===== src/rtl/pipe_ctrl.sv =====
// Pipeline sequencing controller for the 4-stage CPU: start/halt sequencing,
// load-use stalls, branch/jump flushes, halt drain and saturating perf counters.
module pipe_ctrl #(
  parameter int unsigned LOAD_USE_STALL = 1,
  parameter int unsigned FLUSH_CYCLES   = 1,
  parameter int unsigned DRAIN_CYCLES   = 2,
  parameter int unsigned CNT_W          = 16
) (
  input  logic             clk,
  input  logic             rst,
  input  logic             start,
  input  logic             load_use,
  input  logic             branch_taken,
  input  logic             jump,
  input  logic             halt_n,
  output logic             pc_en,
  output logic             decode_stall,
  output logic             flush_fetch,
  output logic             flush_decode,
  output logic             bubble,
  output logic             running,
  output logic             halted,
  output logic [CNT_W-1:0] cycle_cnt,
  output logic [CNT_W-1:0] stall_cnt,
  output logic [CNT_W-1:0] redirect_cnt
);

  typedef enum logic [2:0] {
    IDLE   = 3'd0,
    RUN    = 3'd1,
    STALL  = 3'd2,
    FLUSH  = 3'd3,
    DRAIN  = 3'd4,
    HALTED = 3'd5
  } state_t;

  localparam logic [2:0]       STALL_LOAD = 3'(LOAD_USE_STALL - 1);
  localparam logic [2:0]       FLUSH_LOAD = 3'(FLUSH_CYCLES);
  localparam logic [2:0]       DRAIN_LOAD = 3'(DRAIN_CYCLES);
  localparam logic [CNT_W-1:0] CNT_MAX    = {CNT_W{1'b1}};

  function automatic logic [CNT_W-1:0] sat_inc(input logic [CNT_W-1:0] v);
    if (v == CNT_MAX) sat_inc = v;
    else              sat_inc = v + {{(CNT_W-1){1'b0}}, 1'b1};
  endfunction

  state_t            state_r, state_nxt_s;
  logic [2:0]        cnt_r, cnt_nxt_s;
  logic [CNT_W-1:0]  cycle_r, stall_r, redir_r;
  logic              clr_s, cyc_inc_s, stall_inc_s, redir_inc_s, branch_s;

  // State register and shared stall/flush/drain down-counter.
  always_ff @(posedge clk or negedge rst) begin
    if (!rst) begin
      state_r <= IDLE;
      cnt_r   <= 3'd0;
    end else begin
      state_r <= state_nxt_s;
      cnt_r   <= cnt_nxt_s;
    end
  end

  // Next-state and same-cycle control outputs; a taken branch overrides the
  // per-state behaviour in RUN, STALL and FLUSH.
  always_comb begin
    state_nxt_s  = state_r;
    cnt_nxt_s    = cnt_r;
    pc_en        = 1'b0;
    decode_stall = 1'b0;
    flush_fetch  = 1'b0;
    flush_decode = 1'b0;
    bubble       = 1'b0;
    running      = 1'b0;
    halted       = 1'b0;
    clr_s        = 1'b0;
    cyc_inc_s    = 1'b0;
    stall_inc_s  = 1'b0;
    redir_inc_s  = 1'b0;
    branch_s     = branch_taken & ((state_r == RUN) | (state_r == STALL) | (state_r == FLUSH));
    case (state_r)
      IDLE: begin
        if (start) begin
          state_nxt_s = RUN;
          clr_s       = 1'b1;
        end else begin
          state_nxt_s = IDLE;
        end
      end
      RUN: begin
        running   = 1'b1;
        pc_en     = 1'b1;
        cyc_inc_s = 1'b1;
        if (jump) begin
          flush_fetch = 1'b1;
        end else if (!halt_n) begin
          pc_en        = 1'b0;
          flush_fetch  = 1'b1;
          flush_decode = 1'b1;
          cnt_nxt_s    = DRAIN_LOAD;
          state_nxt_s  = DRAIN;
        end else if (load_use) begin
          pc_en        = 1'b0;
          decode_stall = 1'b1;
          bubble       = 1'b1;
          stall_inc_s  = 1'b1;
          if (LOAD_USE_STALL > 1) begin
            cnt_nxt_s   = STALL_LOAD;
            state_nxt_s = STALL;
          end else begin
            state_nxt_s = RUN;
          end
        end else begin
          state_nxt_s = RUN;
        end
      end
      STALL: begin
        running      = 1'b1;
        cyc_inc_s    = 1'b1;
        decode_stall = 1'b1;
        bubble       = 1'b1;
        stall_inc_s  = 1'b1;
        if (cnt_r <= 3'd1) begin
          cnt_nxt_s   = 3'd0;
          state_nxt_s = RUN;
        end else begin
          cnt_nxt_s   = cnt_r - 3'd1;
        end
      end
      FLUSH: begin
        running      = 1'b1;
        cyc_inc_s    = 1'b1;
        pc_en        = 1'b1;
        flush_decode = 1'b1;
        if (cnt_r <= 3'd1) begin
          cnt_nxt_s   = 3'd0;
          state_nxt_s = RUN;
        end else begin
          cnt_nxt_s   = cnt_r - 3'd1;
        end
      end
      DRAIN: begin
        running     = 1'b1;
        cyc_inc_s   = 1'b1;
        flush_fetch = 1'b1;
        bubble      = 1'b1;
        if (cnt_r <= 3'd1) begin
          cnt_nxt_s   = 3'd0;
          state_nxt_s = HALTED;
        end else begin
          cnt_nxt_s   = cnt_r - 3'd1;
        end
      end
      HALTED: begin
        halted = 1'b1;
        if (start) begin
          state_nxt_s = RUN;
          clr_s       = 1'b1;
        end else begin
          state_nxt_s = HALTED;
        end
      end
      default: begin
        state_nxt_s = IDLE;
        cnt_nxt_s   = 3'd0;
      end
    endcase
    if (branch_s) begin
      pc_en        = 1'b1;
      flush_fetch  = 1'b1;
      flush_decode = 1'b1;
      decode_stall = 1'b0;
      bubble       = 1'b0;
      stall_inc_s  = 1'b0;
      redir_inc_s  = 1'b1;
      if (FLUSH_CYCLES > 0) begin
        cnt_nxt_s   = FLUSH_LOAD;
        state_nxt_s = FLUSH;
      end else begin
        cnt_nxt_s   = 3'd0;
        state_nxt_s = RUN;
      end
    end else begin
      redir_inc_s = (state_r == RUN) & jump;
    end
  end

  // Saturating performance counters, cleared when execution (re)starts.
  always_ff @(posedge clk or negedge rst) begin
    if (!rst) begin
      cycle_r <= {CNT_W{1'b0}};
      stall_r <= {CNT_W{1'b0}};
      redir_r <= {CNT_W{1'b0}};
    end else if (clr_s) begin
      cycle_r <= {CNT_W{1'b0}};
      stall_r <= {CNT_W{1'b0}};
      redir_r <= {CNT_W{1'b0}};
    end else begin
      cycle_r <= cyc_inc_s   ? sat_inc(cycle_r) : cycle_r;
      stall_r <= stall_inc_s ? sat_inc(stall_r) : stall_r;
      redir_r <= redir_inc_s ? sat_inc(redir_r) : redir_r;
    end
  end

  assign cycle_cnt    = cycle_r;
  assign stall_cnt    = stall_r;
  assign redirect_cnt = redir_r;

endmodule

===== config.mk =====
export PLATFORM = sky130hd
export DESIGN_NAME = pipe_ctrl
export DESIGN_NICKNAME = d
export VERILOG_FILES = /design/src/rtl/pipe_ctrl.sv
export SDC_FILE = /design/constraint.sdc
export NUM_CORES = 1
export LEC_CHECK = 0
export CAP_MARGIN = 20
export CORE_MARGIN = 2
export CORE_UTILIZATION = 56
export CTS_CLUSTER_SIZE = 12
export DETAILED_ROUTE_END_ITERATION = 16
export GPL_TIMING_DRIVEN = 0
export PLACE_DENSITY_LB_ADDON = 0.3
export REMOVE_ABC_BUFFERS = 1
export SYNTH_ARGS = -nofsm -noshare
export SYNTH_HDL_FRONTEND = slang
export SYNTH_SLANG_ARGS = --single-unit

===== constraint.sdc =====
create_clock -name clk -period 6 [get_ports clk]
set_input_delay 1.2 -clock clk [delete_from_list [all_inputs] [get_ports clk]]
set_output_delay 1.2 -clock clk [all_outputs]
set_load 0.02 [all_outputs]

==> load_flow_metrics.sql, run 1 <==
INSERT INTO impl_metrics (metric_group, metric, value, unit) VALUES
('setup_path', 'worst_r2r_startpoint', 'state_r[1]', ''),
('sta', 'final.setup.tns', '0', 'ns'),
('yosys', 'post_synth_xor_area_fraction', '9.20', '%'),
('setup_path', 'startpoint', 'branch_taken', ''),
('sta', 'setup_viol', '0', ''),
('cells_and_area', 'regArea', '1350', 'sq um'),
('floorplanning', 'initial_core_util', '58.9', '%'),
('yosys', 'synthesis.area_per_instance', '9.15', 'sq um'),
('clocking', 'clock_sinks', '54', ''),
('setup_path', 'timing.critical_path.slowest_stage_cell', 'sky130_fd_sc_hd__clkdlybuf4s50_1', ''),
('setup_path', 'cp-endpoint', 'bubble', ''),
('floorplanning', 'die-area', '6050', 'sq um'),
('power_and_ir_drop', 'cellInternalPower', '1.00', 'mW'),
('power_and_ir_drop', 'comb_power_share', '46.4', '%'),
('clocking', 'cell_at_the_root_of_the_clock_tree', 'sky130_fd_sc_hd__clkbuf_8', ''),
('setup_path', 'r2r_cells', '5', ''),
('yosys', 'sequential_share_of_the_synthesized_area', '44.4', '%'),
('yosys', 'synth_top_family_by_area', 'simple AND/OR/NAND/NOR gates', ''),
('yosys', 'number_of_standard_cells_after_synthesis', '333', ''),
('yosys', 'ys.flop_type', 'sky130_fd_sc_hd__dfrtp_1', ''),
('global_route', 'grt_pass1_wl', '11500', 'um'),
('setup_path', 'crit_path_end_kind', 'output port', ''),
('route', 'post-route-drc-count', '0', ''),
('clocking', 'clk_transition_reported_paths', '0.10', 'ns'),
('yosys', 'synth.lib_cells_used.distinct', '46', ''),
('cells_and_area', 'footprint_of_the_multi_input_gates', '1610', 'sq um'),
('clocking', 'cts_setup_buffers', '0', ''),
('setup_path', 'critical_path_arrival', '3.28', 'ns'),
('power_and_ir_drop', 'irDropWorstVdd', '0.000288', 'V'),
('setup_path', 'critPathMostFrequentCell', 'sky130_fd_sc_hd__clkdlybuf4s50_1', ''),
('sta', 'max_slew_margin', '32.6', '%'),
('yosys', 'netlist.top_cell.by_area', 'sky130_fd_sc_hd__dfrtp_1', ''),
('cells_and_area', 'layout_common_cells', '60 x sky130_fd_sc_hd__clkdlybuf4s50_1, 54 x sky130_fd_sc_hd__dfrtp_1, 48 x sky130_fd_sc_hd__nor2_1', ''),
('setup_path', 'worst-path-buf-inv', '2', ''),
('sta', 'max_freq', '223', 'MHz'),
('clocking', 'cts.repair.resized', '0', ''),
('floorplanning', 'core', '5170', 'sq um'),
('placed_design', 'gp_congestion', '0.866', ''),
('clocking', 'clock_latency', '0.31', 'ns'),
('route', 'dr_total_vias', '2698', ''),
('sta', 'finalClockSkew', '0.0132', 'ns'),
('power_and_ir_drop', 'power_per_cell_area', '453', 'nW/um^2'),
('cells_and_area', 'areaGrowthSynthToFinish', '26.1', '%'),
('setup_path', 'cp_slowest_stage_delay', '0.60', 'ns'),
('setup_path', 'max_fo_critical_path', '15', ''),
('sta', 'worst_tran_pin_value', '0.997', 'ns'),
('floorplanning', 'boundaryPins', '62', ''),
('clocking', 'tritoncts', 'done', ''),
('yosys', 'ys_seq_elements', '54', ''),
('cells_and_area', 'mostFrequentLayoutCell', 'sky130_fd_sc_hd__clkdlybuf4s50_1', ''),
('route', 'drt_iter0_drc', '211', ''),
('outcome', 'run_status', 'complete, no violations', ''),
('route', 'drtAntennaViolNets', '0', ''),
('setup_path', 'timing.rr.end', 'stall_cnt[6]', ''),
('yosys', 'synth-edff-count', '0', ''),
('cells_and_area', 'fin_nets', '402', ''),
('yosys', 'postSynth.asyncResetShare', '100', '%'),
('setup_path', 'reg2reg_slack', '3.59', 'ns'),
('global_route', 'grt_use_total', '23.1', '%'),
('cells_and_area', 'drive_above_1_share', '4.86', '%'),
('power_and_ir_drop', 'seq_power_share', '39.2', '%'),
('power_and_ir_drop', 'power.switching_fraction', '42.5', '%'),
('yosys', 'netlist_area', '3050', 'sq um'),
('clocking', 'cts_inserted_buffers', '5', ''),
('yosys', 'synth_simple_gate_area_share', '29.4', '%'),
('floorplanning', 'std_cell_rows', '26', ''),
('yosys', 'post_synth_mux_area_share', '2.96', '%'),
('global_route', 'overflow', '0', ''),
('sta', 'final_min_period_over_clock_period', '74.6', '%'),
('route', 'wirelength', '6830', 'um'),
('sta', 'final_period_minus_worst_setup_slack', '4.48', 'ns');
synth_stat cells (5+ instances only):
cell                       instances
sky130_fd_sc_hd__a211oi_1          7
sky130_fd_sc_hd__a21oi_1           8
sky130_fd_sc_hd__and3_1            6
sky130_fd_sc_hd__and4_1            5
sky130_fd_sc_hd__clkbuf_1          8
sky130_fd_sc_hd__dfrtp_1          54
sky130_fd_sc_hd__ha_1              5
sky130_fd_sc_hd__inv_1             7
sky130_fd_sc_hd__mux2i_1           9
sky130_fd_sc_hd__nand2_1          32
sky130_fd_sc_hd__nand2b_1          7
sky130_fd_sc_hd__nand3_1          18
sky130_fd_sc_hd__nand4_1          11
sky130_fd_sc_hd__nor2_1           48
sky130_fd_sc_hd__nor3_1            9
sky130_fd_sc_hd__nor4_1           12
sky130_fd_sc_hd__o21ai_0          11
sky130_fd_sc_hd__xnor2_1          27
sky130_fd_sc_hd__xor2_1            5
worst min path at each step:
stage / start / to / slack, ns
2_1_floorplan: cnt_r[2] / cnt_r[2] / 0.46
3_3_place_gp: cnt_r[2] / cnt_r[2] / 0.48
3_5_place_dp: cnt_r[2] / cnt_r[2] / 0.52
4_1_cts: cnt_r[2] / cnt_r[2] / 0.54
5_1_grt: cnt_r[2] / cnt_r[2] / 0.55
6_report: cnt_r[2] / cnt_r[2] / 0.53
routing by layer:
metal  routed length [um]  GRT usage [%]  vias to the layer above
li1                     -              -                     1304
met1                 3110           31.9                     1302
met2                 3270           37.4                       82
met3                  367           4.88                       10
met4                   78           5.71                        0
met5                    0              0                        -
registers in the layout, summed over array words and instances (netlist names):
signal        flops
cycle_cnt        16
state_r           3
stall_cnt        16
cnt_r             3
redirect_cnt     16
logic make-up (layout without fill, tap and decap cells):
family | after synthesis | count (layout)
flops | 54 | 54
simple gates | 171 | 171
mux | 9 | 9
compound gates | 41 | 41
xor+xnor | 32 | 32
buf+inv | 21 | 79
fa+ha+maj | 5 | 5
power by group through the flow:
| stage | clock [mW] | combinational (mW) | sequential, mW |
|---|---|---|---|
| 2_1_floorplan | 0 | 0.336 | 0.778 |
| 3_3_place_gp | 0 | 0.775 | 0.676 |
| 3_5_place_dp | 0 | 0.808 | 0.685 |
| 4_1_cts | 0.253 | 0.813 | 0.680 |
| 5_1_grt | 0.271 | 0.877 | 0.707 |
| 6_report | 0.251 | 0.807 | 0.683 |
layout make-up:
class	count	area share, %
timing repair buffer	64	17.1
multi-input combinational	258	41.8
clock inverter	3	1.17
clock buffer	5	1.79
inverter	7	0.684
tap	70	2.28
sequential	54	35.2
per-stage QoR:
stage / cell area [sq um] / hold WS (ns) / util [%] / setup WS, ns / power (mW)
3_5_place_dp: 3720 / 0.520 / 72.0 / 1.15 / 1.49
4_1_cts: 3840 / 0.536 / 74.2 / 1.14 / 1.75
6_report: 3840 / 0.532 / 74.3 / 1.52 / 1.74
5_1_grt: 3840 / 0.551 / 74.3 / 1.42 / 1.86
2_1_floorplan: 2980 / 0.459 / - / 2.33 / 1.11
3_3_place_gp: 3680 / 0.480 / 71.2 / 1.23 / 1.45
No activity file was read; power rests on OpenSTA's default activity.
==> run 2: changes to the inputs <==
CORE_UTILIZATION = 52   (was 56)
clock period = 4.66 ns   (was 6 ns; I/O delays follow)
==> run 2 against run 1 <==
Clock skew is 0.0056 ns lower. Power grew 24%. Global-route usage is 0.52 points lower. Register-to-register slack got worse by 1.4 ns. Utilization decreased by 5.9 points. Sequential power up 29%. Setup slack lost 0.80 ns. Die area up 7.3%. First-iteration DRC count down 30%. Critical path type unchanged. Highest routed layer unchanged.
==> load_flow_metrics.sql, run 2 (same netlist as run 1, synthesis figures left out) <==
INSERT INTO impl_metrics (metric_group, metric, value, unit) VALUES
('outcome', 'run_status', 'complete, no violations', ''),
('clocking', 'max_buffers_root_to_sink', '2', ''),
('route', 'wirelength', '6830', 'um'),
('cells_and_area', 'drive_above_1_share', '4.10', '%'),
('setup_path', 'max_fo_critical_path', '15', ''),
('cells_and_area', 'areaGrowthSynthToFinish', '25.1', '%'),
('power_and_ir_drop', 'irDropWorstVdd', '0.000378', 'V'),
('setup_path', 'worst_r2r_startpoint', 'state_r[1]', ''),
('clocking', 'clk_transition_reported_paths', '0.10', 'ns'),
('setup_path', 'crit_chain', 'clkdlybuf4s50_1, or4b_1, o32a_2, nand2_1, clkdlybuf4s50_1', ''),
('hold_path', 'timing.hold.worst_endpoint', 'cnt_r[2]', ''),
('floorplanning', 'die-area', '6490', 'sq um'),
('setup_path', 'critPathLaunchType', 'input port', ''),
('setup_path', 'path_delay_family', 'buffers and inverters', ''),
('clocking', 'h-tree-depth', '2', ''),
('sta', 'worst_tran_pin_value', '1.00', 'ns'),
('setup_path', 'criticalPathCategory', 'in -> out', ''),
('setup_path', 'worst-path-buf-inv', '2', ''),
('global_route', 'overflow', '0', ''),
('route', 'avgRoutedWirePerCell', '14.8', 'um'),
('hold_path', 'whs_path_depth', '1', ''),
('clocking', 'cell_at_the_root_of_the_clock_tree', 'sky130_fd_sc_hd__clkbuf_8', ''),
('global_route', 'grt_use_total', '22.6', '%'),
('cells_and_area', 'mostFrequentLayoutCell', 'sky130_fd_sc_hd__clkdlybuf4s50_1', ''),
('sta', 'setup_viol', '0', ''),
('sta', 'finalClockSkew', '0.00757', 'ns'),
('sta', 'final_period_minus_worst_setup_slack', '3.94', 'ns'),
('floorplanning', 'boundaryPins', '62', ''),
('floorplanning', 'core', '5570', 'sq um'),
('sta', 'max_freq', '254', 'MHz'),
('cells_and_area', 'filler_cells', '455', ''),
('cells_and_area', 'layout_common_cells', '60 x sky130_fd_sc_hd__clkdlybuf4s50_1, 54 x sky130_fd_sc_hd__dfrtp_1, 48 x sky130_fd_sc_hd__nor2_1', ''),
('route', 'initial_drt_pass_iterations', '4', ''),
('route', 'drtAntennaViolNets', '0', ''),
('clocking', 'tritoncts', 'done', ''),
('placed_design', 'dp_cells', '454', ''),
('clocking', 'clock_sinks', '54', ''),
('placed_design', 'gp_congestion', '0.810', ''),
('floorplanning', 'std_cell_rows', '27', ''),
('floorplanning', 'initial_core_util', '54.7', '%'),
('setup_path', 'reg2reg_slack', '2.22', 'ns'),
('power_and_ir_drop', 'seq_power_share', '40.6', '%'),
('setup_path', 'critPathMostFrequentCell', 'sky130_fd_sc_hd__clkdlybuf4s50_1', ''),
('hold_path', 'min-delay-start', 'cnt_r[2]', ''),
('sta', 'final_min_period_over_clock_period', '84.5', '%'),
('floorplanning', 'horizontal_die_dimension', '80.5', 'um'),
('cells_and_area', 'layout.cells.non_filler', '462', ''),
('cells_and_area', 'diodes', '0', ''),
('route', 'routed_via_density', '5.75', ''),
('clocking', 'cts_inserted_buffers', '5', ''),
('power_and_ir_drop', 'cellInternalPower', '1.23', 'mW'),
('global_route', 'grt_pass1_wl', '11600', 'um'),
('clocking', 'clock_latency', '0.30', 'ns'),
('flow_run', 'cap_viol_max_count', '0', ''),
('power_and_ir_drop', 'static-leakage-power', '1.57', 'nW'),
('setup_path', 'timing.rr.end', 'cycle_cnt[13]', ''),
('power_and_ir_drop', 'net-switching-power', '0.929', 'mW'),
('setup_path', 'crit_path_end_kind', 'output port', ''),
('route', 'drt_iter0_drc', '148', ''),
('power_and_ir_drop', 'power.switching_fraction', '42.9', '%'),
('setup_path', 'cp_slowest_stage_delay', '0.61', 'ns'),
('route', 'post-route-drc-count', '0', ''),
('placed_design', 'port_buffers', '61', ''),
('sta', 'final_hold_viol_count', '0', ''),
('global_route', 'grt_max_degree', '40', ''),
('clocking', 'cts.repair.resized', '0', ''),
('sta', 'max_slew_margin', '32.4', '%'),
('clocking', 'cts_setup_buffers', '0', ''),
('global_route', 'initial_antenna_violation_count', '0', ''),
('hold_path', 'hp-class', 'reg -> reg', ''),
('sta', 'maxSlewViolCount', '0', ''),
('power_and_ir_drop', 'comb_power_share', '47.9', '%'),
('cells_and_area', 'fin_nets', '402', ''),
('cells_and_area', 'final_util', '68.4', '%'),
('floorplanning', 'die_height', '80.5', 'um'),
('sta', 'final.setup.tns', '0', 'ns'),
('setup_path', 'r2r_cells', '5', ''),
('route', 'dr_total_vias', '2655', ''),
('power_and_ir_drop', 'pwr-share-clk', '11.5', '%'),
('power_and_ir_drop', 'power_per_cell_area', '568', 'nW/um^2'),
('placed_design', 'detailed_place_hpwl', '4840', 'um'),
('global_route', 'grt_pass1_vias', '2470', ''),
('setup_path', 'timing.critical_path.required', '3.73', 'ns'),
('clocking', 'hold_buffers', '0', ''),
('setup_path', 'startpoint', 'branch_taken', ''),
('setup_path', 'timing.critical_path.slowest_stage_cell', 'sky130_fd_sc_hd__clkdlybuf4s50_1', ''),
('setup_path', 'critical_path_arrival', '3.00', 'ns'),
('sta', 'rsz0062_at_grt', 'no', '');
[run 2: cell types whose count changed in the layout (fill, tap and decap cells not counted), sizes merged]
cell      before  now
buf            4    3
bufinv         1    0
clkbuf         5    8
clkinvlp       2    0
[run 2: per-stage QoR]
stage          cell area (sq um)  hold slack, ns  power, mW  worst slack, ns
5_1_grt                     3810           0.530       2.32            0.616
3_3_place_gp                3680           0.481       1.87            0.420
2_1_floorplan               2980           0.459       1.43             1.52
3_5_place_dp                3730           0.492       1.92            0.412
4_1_cts                     3800           0.507       2.17            0.396
6_report                    3810           0.512       2.16            0.725
[run 2: layout make-up]
class	count	area (sq um)	share of cell area, %
repair buffers	64	661	17.3
inverters	7	26.3	0.690
clock buffers	7	76.3	2.00
well taps	72	90.1	2.36
flip-flops and latches	54	1350	35.5
multi-input cells	258	1610	42.1
[run 2: metal layers]
metal | vias up | share of wire, % | GRT usage [%]
li1 | 1310 | - | -
met1 | 1268 | 47 | 32.9
met3 | 6 | 4.5 | 4.16
met2 | 71 | 48 | 34.4
met5 | - | 0 | 0
met4 | 0 | 0.86 | 6.61
[run 2: power groups by stage]
stage	clock, mW	sequential, mW	combinational, mW
finish	0.249	0.878	1.04
global route	0.280	0.913	1.13
CTS	0.257	0.874	1.04
detailed placement	0	0.880	1.03
global placement	0	0.871	1.00
floorplan	0	1.00	0.433
[run 2: how the worst max path moves through the flow]
stage	endpoint	slack, ns	cells past startpoint
finish	bubble	0.72	5
global route	bubble	0.62	5
CTS	flush_fetch	0.40	5
detailed placement	flush_fetch	0.41	5
global placement	flush_fetch	0.42	5
floorplan	flush_fetch	1.52	3
==> run 3: changes to the inputs <==
clock period = 3.99 ns   (was 4.66 ns; I/O delays follow)
==> run 3 against run 2 <==
Clock-buffer cell count unchanged. Critical path depth is the same. Combinational power up 16%. Non-clock buffer count fell by 1. Register-to-register slack lost 0.66 ns. Clock power rose by 17%. Sequential share of layout area increased by 0.070 points. Design area down 0.20%. Clock skew increased by 0.0016 ns. Critical path type unchanged. Critical endpoint unchanged.
==> load_flow_metrics.sql, run 3 (same netlist as run 1, synthesis figures left out) <==
INSERT INTO impl_metrics (metric_group, metric, value, unit) VALUES
('outcome', 'run_status', 'complete, no violations', ''),
('global_route', 'initial_antenna_violation_count', '0', ''),
('cells_and_area', 'drive_above_1_share', '3.86', '%'),
('sta', 'final_hold_viol_count', '0', ''),
('sta', 'final.setup.tns', '0', 'ns'),
('route', 'post-route-drc-count', '0', ''),
('setup_path', 'crit_path_end_kind', 'output port', ''),
('route', 'met3_length', '320', 'um'),
('cells_and_area', 'fin_nets', '401', ''),
('power_and_ir_drop', 'power_per_cell_area', '664', 'nW/um^2'),
('setup_path', 'max_fo_critical_path', '15', ''),
('clocking', 'cell_at_the_root_of_the_clock_tree', 'sky130_fd_sc_hd__clkbuf_8', ''),
('floorplanning', 'die_height', '80.5', 'um'),
('floorplanning', 'core', '5570', 'sq um'),
('route', 'initial_drt_pass_iterations', '4', ''),
('sta', 'setup_viol', '0', ''),
('route', 'wl_met2', '3220', 'um'),
('setup_path', 'critical_path_arrival', '2.88', 'ns'),
('global_route', 'grt_use_total', '22.6', '%'),
('setup_path', 'critPathLaunchType', 'input port', ''),
('floorplanning', 'boundaryPins', '62', ''),
('sta', 'finalWorstSetupSlack', '0.316', 'ns'),
('sta', 'final_period_minus_worst_setup_slack', '3.67', 'ns'),
('floorplanning', 'die-area', '6490', 'sq um'),
('global_route', 'grt_pass1_vias', '2470', ''),
('floorplanning', 'std_cell_rows', '27', ''),
('clocking', 'clk_transition_reported_paths', '0.10', 'ns'),
('cells_and_area', 'diodes', '0', ''),
('clocking', 'max_buffers_root_to_sink', '2', ''),
('global_route', 'grt_max_degree', '40', ''),
('hold_path', 'hp-class', 'in -> async', ''),
('cells_and_area', 'mostFrequentLayoutCell', 'sky130_fd_sc_hd__clkdlybuf4s50_1', ''),
('flow_run', 'cap_viol_max_count', '0', ''),
('setup_path', 'timing.critical_path.required', '3.19', 'ns'),
('setup_path', 'r2r_cells', '5', ''),
('clocking', 'cts_inserted_buffers', '5', ''),
('placed_design', 'port_buffers', '61', ''),
('sta', 'final_min_period_over_clock_period', '92.1', '%'),
('floorplanning', 'horizontal_die_dimension', '80.5', 'um'),
('global_route', 'grt_pass1_wl', '11600', 'um'),
('sta', 'max_freq', '272', 'MHz'),
('sta', 'max_slew_margin', '32.4', '%'),
('floorplanning', 'initial_core_util', '54.7', '%'),
('setup_path', 'criticalPathCategory', 'in -> out', ''),
('placed_design', 'detailed_place_hpwl', '4840', 'um'),
('clocking', 'clock_latency', '0.31', 'ns'),
('sta', 'rsz0062_at_grt', 'no', ''),
('cells_and_area', 'layout_common_cells', '60 x sky130_fd_sc_hd__clkdlybuf4s50_1, 54 x sky130_fd_sc_hd__dfrtp_1, 48 x sky130_fd_sc_hd__nor2_1', ''),
('sta', 'finalClockSkew', '0.00917', 'ns'),
('placed_design', 'dp_worst_setup_slack', '0.00953', 'ns'),
('route', 'drtAntennaViolNets', '0', ''),
('cells_and_area', 'layout.cells.non_filler', '461', ''),
('route', 'routed_via_density', '5.76', ''),
('setup_path', 'reg2reg_slack', '1.56', 'ns'),
('route', 'maxUsedRoutingLayer', 'met4', ''),
('cells_and_area', 'areaGrowthSynthToFinish', '24.8', '%'),
('cells_and_area', 'final_util', '68.2', '%'),
('route', 'route.layer.met1.wl', '3210', 'um'),
('placed_design', 'gp_congestion', '0.810', ''),
('power_and_ir_drop', 'irDropWorstVdd', '0.000442', 'V'),
('global_route', 'overflow', '0', ''),
('power_and_ir_drop', 'static-leakage-power', '1.57', 'nW'),
('placed_design', 'dp_cells', '454', ''),
('route', 'wirelength', '6830', 'um'),
('clocking', 'h-tree-depth', '2', ''),
('sta', 'worst_tran_pin_value', '1.00', 'ns'),
('clocking', 'tritoncts', 'done', ''),
('clocking', 'clock_sinks', '54', ''),
('route', 'drt_iter0_drc', '134', ''),
('clocking', 'cts_setup_buffers', '0', ''),
('cells_and_area', 'filler_cells', '457', ''),
('sta', 'maxSlewViolCount', '0', ''),
('route', 'dr_total_vias', '2654', ''),
('route', 'avgRoutedWirePerCell', '14.8', 'um');
[run 3: worst paths after layout]
check | end | startpoint
worst max-delay path | bubble | branch_taken
worst min-delay path | redirect_cnt[6] | rst
worst max register to register | cycle_cnt[13] | state_r[1]
worst min register to register | cnt_r[2] | cnt_r[2]
max in group asynchronous | stall_cnt[9] | rst
min in group clk | cnt_r[2] | cnt_r[2]
[run 3: final cells by class]
| cell class | count | area (sq um) | area share, % |
|---|---|---|---|
| clock buffer | 7 | 76.3 | 2.01 |
| sequential | 54 | 1350 | 35.5 |
| timing repair buffer | 63 | 653 | 17.2 |
| inverter | 7 | 26.3 | 0.691 |
| multi-input combinational | 258 | 1610 | 42.2 |
| tap | 72 | 90.1 | 2.37 |
[run 3: report_power, final]
group	total [mW]	leakage [nW]	switching [mW]	internal, mW
clock	0.292	0.0383	0.171	0.122
sequential	1.03	0.710	0.291	0.735
combinational	1.21	0.818	0.625	0.581
[run 3: worst max-delay path, cell delays in order]
cell	delay (ns)
sky130_fd_sc_hd__clkdlybuf4s50_1	0.53
sky130_fd_sc_hd__or4b_1	0.53
sky130_fd_sc_hd__o32a_2	0.31
sky130_fd_sc_hd__nand2_1	0.10
sky130_fd_sc_hd__clkdlybuf4s50_1	0.61
[run 3: repair_timing]
action	4_1_cts	5_1_grt
setup endpoints to repair	1	0
hold buffers	0	0
gates resized for setup	1	0
[run 3: layer usage]
layer,GRT usage (%),vias to the layer above
met4,6.61,0
met2,34.4,74
li1,-,1308
met3,4.16,5
met1,32.9,1267
met5,0,-
[run 3: metrics by stage]
stage          total power [mW]  cell area [sq um]  hold slack (ns)
4_1_cts                    2.54               3800            0.403
6_report                   2.52               3800            0.400
3_5_place_dp               2.24               3730            0.492
3_3_place_gp               2.19               3680            0.481
5_1_grt                    2.71               3800            0.420
2_1_floorplan              1.67               2980            0.459
